<file path="src/rtl/mem_wb_stage.sv">
// MEM/WB stage: ALU write-back, word load/store on a local data memory, and beq resolution.
// Loads run IDLE -> RD_ADDR -> RD_DATA -> IDLE and hold off EX with ex_ready low while in flight.
module mem_wb_stage #(
    parameter int ADDR_W = 6,
    parameter int DATA_W = 32
) (
    input  logic              clk,
    input  logic              rst,
    input  logic              enable,
    input  logic              ex_valid,
    output logic              ex_ready,
    input  logic [DATA_W-1:0] ex_result,
    input  logic              ex_cout,
    input  logic              ex_zero,
    input  logic [DATA_W-1:0] ex_store_data,
    input  logic              ex_mem_read,
    input  logic              ex_mem_write,
    input  logic              ex_branch,
    input  logic [4:0]        ex_rd,
    input  logic              ex_reg_write,
    output logic              wb_valid,
    output logic [DATA_W-1:0] wb_data,
    output logic [4:0]        wb_rd,
    output logic              wb_reg_write,
    output logic              wb_cout,
    output logic              branch_taken,
    output logic              fault
);

    localparam logic [1:0] ST_IDLE    = 2'd0;
    localparam logic [1:0] ST_RD_ADDR = 2'd1;
    localparam logic [1:0] ST_RD_DATA = 2'd2;

    logic [DATA_W-1:0] mem [0:(1<<ADDR_W)-1];

    logic [1:0]        state_q, state_d;
    logic [ADDR_W-1:0] addr_q, addr_d;
    logic [4:0]        ld_rd_q, ld_rd_d;
    logic              ld_rw_q, ld_rw_d;
    logic [DATA_W-1:0] rdata_q, rdata_d;
    logic              wb_valid_q, wb_valid_d;
    logic [DATA_W-1:0] wb_data_q, wb_data_d;
    logic [4:0]        wb_rd_q, wb_rd_d;
    logic              wb_reg_write_q, wb_reg_write_d;
    logic              wb_cout_q, wb_cout_d;
    logic              branch_taken_q, branch_taken_d;
    logic              fault_q, fault_d;

    logic              xfer;
    logic              bad_op;
    logic              mem_we;
    logic [ADDR_W-1:0] idx;

    assign ex_ready = (state_q == ST_IDLE);
    assign xfer     = ex_valid & ex_ready & enable;
    assign idx      = ex_result[ADDR_W+1:2];
    // Misaligned word access or a read/write conflict is rejected without touching memory.
    assign bad_op   = ((ex_mem_read | ex_mem_write) & (ex_result[1:0] != 2'b00))
                    | (ex_mem_read & ex_mem_write);

    always_comb begin
        state_d        = state_q;
        addr_d         = addr_q;
        ld_rd_d        = ld_rd_q;
        ld_rw_d        = ld_rw_q;
        rdata_d        = rdata_q;
        wb_valid_d     = wb_valid_q;
        wb_data_d      = wb_data_q;
        wb_rd_d        = wb_rd_q;
        wb_reg_write_d = wb_reg_write_q;
        wb_cout_d      = wb_cout_q;
        branch_taken_d = branch_taken_q;
        fault_d        = fault_q;
        mem_we         = 1'b0;
        if (enable) begin
            wb_valid_d     = 1'b0;
            branch_taken_d = 1'b0;
            case (state_q)
                ST_IDLE: begin
                    if (xfer) begin
                        if (bad_op) begin
                            fault_d        = 1'b1;
                            wb_valid_d     = 1'b1;
                            wb_data_d      = ex_result;
                            wb_rd_d        = ex_rd;
                            wb_reg_write_d = 1'b0;
                            wb_cout_d      = 1'b0;
                        end else if (ex_mem_read) begin
                            addr_d  = idx;
                            ld_rd_d = ex_rd;
                            ld_rw_d = ex_reg_write;
                            state_d = ST_RD_ADDR;
                        end else begin
                            wb_valid_d     = 1'b1;
                            wb_data_d      = ex_result;
                            wb_rd_d        = ex_rd;
                            wb_cout_d      = ex_cout;
                            wb_reg_write_d = ex_reg_write & ~ex_mem_write & ~ex_branch;
                            branch_taken_d = ex_branch & ex_zero;
                            mem_we         = ex_mem_write;
                        end
                    end
                end
                ST_RD_ADDR: begin
                    rdata_d = mem[addr_q];
                    state_d = ST_RD_DATA;
                end
                ST_RD_DATA: begin
                    wb_valid_d     = 1'b1;
                    wb_data_d      = rdata_q;
                    wb_rd_d        = ld_rd_q;
                    wb_reg_write_d = ld_rw_q;
                    wb_cout_d      = 1'b0;
                    state_d        = ST_IDLE;
                end
                default: state_d = ST_IDLE;
            endcase
        end
    end

    always_ff @(posedge clk or posedge rst) begin
        if (rst) begin
            state_q        <= ST_IDLE;
            addr_q         <= '0;
            ld_rd_q        <= '0;
            ld_rw_q        <= 1'b0;
            rdata_q        <= '0;
            wb_valid_q     <= 1'b0;
            wb_data_q      <= '0;
            wb_rd_q        <= '0;
            wb_reg_write_q <= 1'b0;
            wb_cout_q      <= 1'b0;
            branch_taken_q <= 1'b0;
            fault_q        <= 1'b0;
        end else begin
            state_q        <= state_d;
            addr_q         <= addr_d;
            ld_rd_q        <= ld_rd_d;
            ld_rw_q        <= ld_rw_d;
            rdata_q        <= rdata_d;
            wb_valid_q     <= wb_valid_d;
            wb_data_q      <= wb_data_d;
            wb_rd_q        <= wb_rd_d;
            wb_reg_write_q <= wb_reg_write_d;
            wb_cout_q      <= wb_cout_d;
            branch_taken_q <= branch_taken_d;
            fault_q        <= fault_d;
        end
    end

    // Data memory is deliberately not reset.
    always_ff @(posedge clk) begin
        if (mem_we) begin
            mem[idx] <= ex_store_data;
        end
    end

    assign wb_valid     = wb_valid_q;
    assign wb_data      = wb_data_q;
    assign wb_rd        = wb_rd_q;
    assign wb_reg_write = wb_reg_write_q;
    assign wb_cout      = wb_cout_q;
    assign branch_taken = branch_taken_q;
    assign fault        = fault_q;

endmodule

</file>
<file path="config.mk">
export PLATFORM = sky130hd
export DESIGN_NAME = mem_wb_stage
export DESIGN_NICKNAME = d
export VERILOG_FILES = /design/src/rtl/mem_wb_stage.sv
export SDC_FILE = /design/constraint.sdc
export NUM_CORES = 2
export LEC_CHECK = 0
export BUFFER_PORTS_ARGS = -buffer_cell sky130_fd_sc_hd__buf_4
export CORE_AREA = 2 2 277 552
export CTS_BUF_LIST = sky130_fd_sc_hd__clkbuf_16
export DETAILED_ROUTE_END_ITERATION = 8
export DIE_AREA = 0 0 279 554
export PLACE_DENSITY = 0.71
export SYNTH_ARGS = -nofsm -noshare
export SYNTH_HDL_FRONTEND = slang
export SYNTH_SLANG_ARGS = --single-unit
</file>
<file path="constraint.sdc">
create_clock -name clk -period 6.6 [get_ports clk]
set_input_delay 0.99 -clock clk [delete_from_list [all_inputs] [get_ports clk]]
set_output_delay 0.99 -clock clk [all_outputs]
set_load 0.05 [all_outputs]
</file>
==> qor.yml <==
floorplan:
  coreArea_um2: 150000
  start_util: 0.546
  die_w_um: 279
  io-pin-count: 122
  rows: 201
  design.die.area_um2: 155000
  die_h_um: 554
clocking:
  cts_max_level: 4
  cts_inserted_buffers: 180
  clk_pin_slew_worst_paths_ps: 70
  postCtsSetupRepairBufs: 0
  ctsResizeCount: 0
  cts_hold_buf: 0
  clk_latency_ps: 830
  cts.path.max_buffers: 4
  cts-root-buf: "clkbuf_16"
  cts_tree: "built"
  cts_num_sinks: 2136
global_routing:
  grt_pass1_wl_um: 286000
  grt.total_usage: 0.260
  first_global_vias: 40700
  antenna_found_initial: 7
  grt_max_degree: 127
  grt-ovfl-total: 0
sta:
  worst_pin_slew_ps: 1240
  holdWs_ps: 324
  relSlewSlack: 0.154
  fin_crit_ps: 4230
  max_freq_mhz: 237
  period_share: 0.640
  drv_slew: 0
  rsz0062_at_grt: "false"
  setup_viol: 0
  finalHoldViolCount: 0
  setup_tns_ps: 0
  clock_skew_ps: 43.3
worst_setup_path:
  endpoint_kind: "flop"
  rr_startpoint: "state_q[0]"
  crit_fanout: 22
  r2r-end: "mem[62][13]"
  reg2regPathDepth: 7
  reg2reg_slack_ps: 2370
  worstSetupPathType: "reg2reg"
  cp.required_ps: 7080
  critPathArrivalTime_ps: 4710
  critPathLaunchType: "flop"
synth:
  yosys_most_used_dff: "edfxtp_1"
  synth_top_cell_by_area: "edfxtp_1"
  async_reset_ff_frac: 0.0412
  synthTopCellsByCount: "edfxtp_1, mux2i_1, mux4_2"
  syn_nets: 4017
  synth_seq_cells: 2136
  yosysMostFrequentCell: "edfxtp_1"
  synth_cells: 3938
  synth_top_area_frac: 0.750
  ys_top_cells_by_area: "edfxtp_1, mux4_2, mux2i_1, dfrtp_1, a22oi_1"
  synth_edf_count: 2048
  syn_area_um2: 82000
  ys_seq_area_frac: 0.776
  yosys_warnings: 0
  syn_avg_cell_area_um2: 20.8
  ys_types: 42
placed_design:
  dp_hpwl_um: 121000
  gp_congestion: 0.876
  placed_cell_area_um2: 85400
  port_buffers: 121
detailed_routing:
  dr.first_iter.drc_count: 4132
  drcViolationCount: 0
  detail-route-antenna-nets: 0
  drt-wirelength-per-cell_um: 32.7
  firstDrtPassIters: 6
  wl_um: 201000
  routed_via_density: 6.43
  via_count: 39600
layout:
  finalNetCount: 4154
  design_area_um2: 91000
  syn2layout_area_growth_pct: 10.9
  drive_gt1_frac: 0.203
power:
  clockPowerShare: 0.332
  ir_drop_mv: 0.306
  p_sw_uw: 8200
  seqPwrFrac: 0.498
  p_leak_uw: 0.0288
  power_switching_share: 0.266
  power.density_nw_per_um2: 339
  combPwrFrac: 0.170
  p_int_uw: 22700
min_path:
  hp-class: "in2async"
run_status:
  status: "finished, final reports clean"
run:
  cap_violations: 0
## flip-flops by register name, summed over array words and instances (netlist names)
| signal | cells |
|---|---|
| wb_valid | 1 |
| mem | 2048 |
| branch_taken | 1 |
| wb_rd | 5 |
| addr_q | 6 |
| fault | 1 |
| wb_data | 32 |
| wb_reg_write | 1 |
| ld_rd_q | 5 |
| wb_cout | 1 |
| ld_rw_q | 1 |
| rdata_q | 32 |
| state_q | 2 |
## kinds of logic (layout without fill, tap and decap cells)
logic type             count (synthesis)  after routing  share of synthesized area
AND/OR/NAND/NOR                      214            214                     0.0121
other                                  0              9                          0
flip-flops                          2136           2136                      0.776
AO/OA/AOI/OAI                        498            498                     0.0442
buffers and inverters                242            515                     0.0144
multiplexers                         848            848                      0.153
## worst max path at each step
stage               startpoint           to  slack (ps)  cells after the start
floorplan           state_q[0]   mem[30][0]        2810                      6
global placement        enable  mem[63][10]        2230                      7
detailed placement      enable  mem[62][10]        2160                      7
CTS                 state_q[0]  mem[62][10]        2480                      7
global route        state_q[0]   mem[62][4]        2300                      7
finish              state_q[0]  mem[62][13]        2370                      7
## through the flow
stage                     setup WS (ps)  instances  power [µW]   util
after global placement             2230       5821       20800  0.569
after detailed placement           2160       5821       20900  0.569
after CTS                          2480       6139       31000  0.606
final                              2370       6148       30900  0.606
after global routing               2300       6140       31600  0.606
after floorplan                    2810       3938       18900      -
## power groups by stage
| stage | registers (µW) | clock network [µW] | logic [µW] |
|---|---|---|---|
| CTS | 15400 | 10300 | 5260 |
| global route | 15400 | 10800 | 5460 |
| global placement | 15700 | 0 | 5170 |
| finish | 15400 | 10300 | 5240 |
| floorplan | 15500 | 0 | 3420 |
| detailed placement | 15700 | 0 | 5230 |
## layer usage
| layer | part of all wire | global-route usage | vias up |
|---|---|---|---|
| met2 | 0.56 | 0.491 | 1465 |
| met5 | 0.00011 | 0 | - |
| met3 | 0.051 | 0.0278 | 402 |
| met1 | 0.34 | 0.295 | 21000 |
| li1 | - | - | 16700 |
| met4 | 0.050 | 0.116 | 4 |
## worst max-delay path: stages (launching register included)
cell and delay, ps:
dfrtp_1 460, nor2_1 400, and4b_1 300, nand3_1 250, nor2_1 330, nand3_1 810
nor2_4 960, buf_4 370
## cells in the final DEF (no fill, tap or decap), types with 64 or more instances in the layout
cell / n
a211oi_1: 64
o21ai_0: 76
buf_4: 180
a22oi_1: 160
clkbuf_16: 182
mux2i_1: 485
nor2_4: 68
dfrtp_1: 83
edfxtp_1: 2048
mux4_2: 320
## cell type report
type	instances	area (µm²)
repair buffers	191	1570
well taps	1928	2410
flip-flops and latches	2136	63700
multi-input cells	1560	17700
inverters	6	25.0
clock buffers	182	4550
diodes	9	22.5
fillers	10100	59100
clock inverters	136	995
No activity file was read; power rests on OpenSTA's default activity.
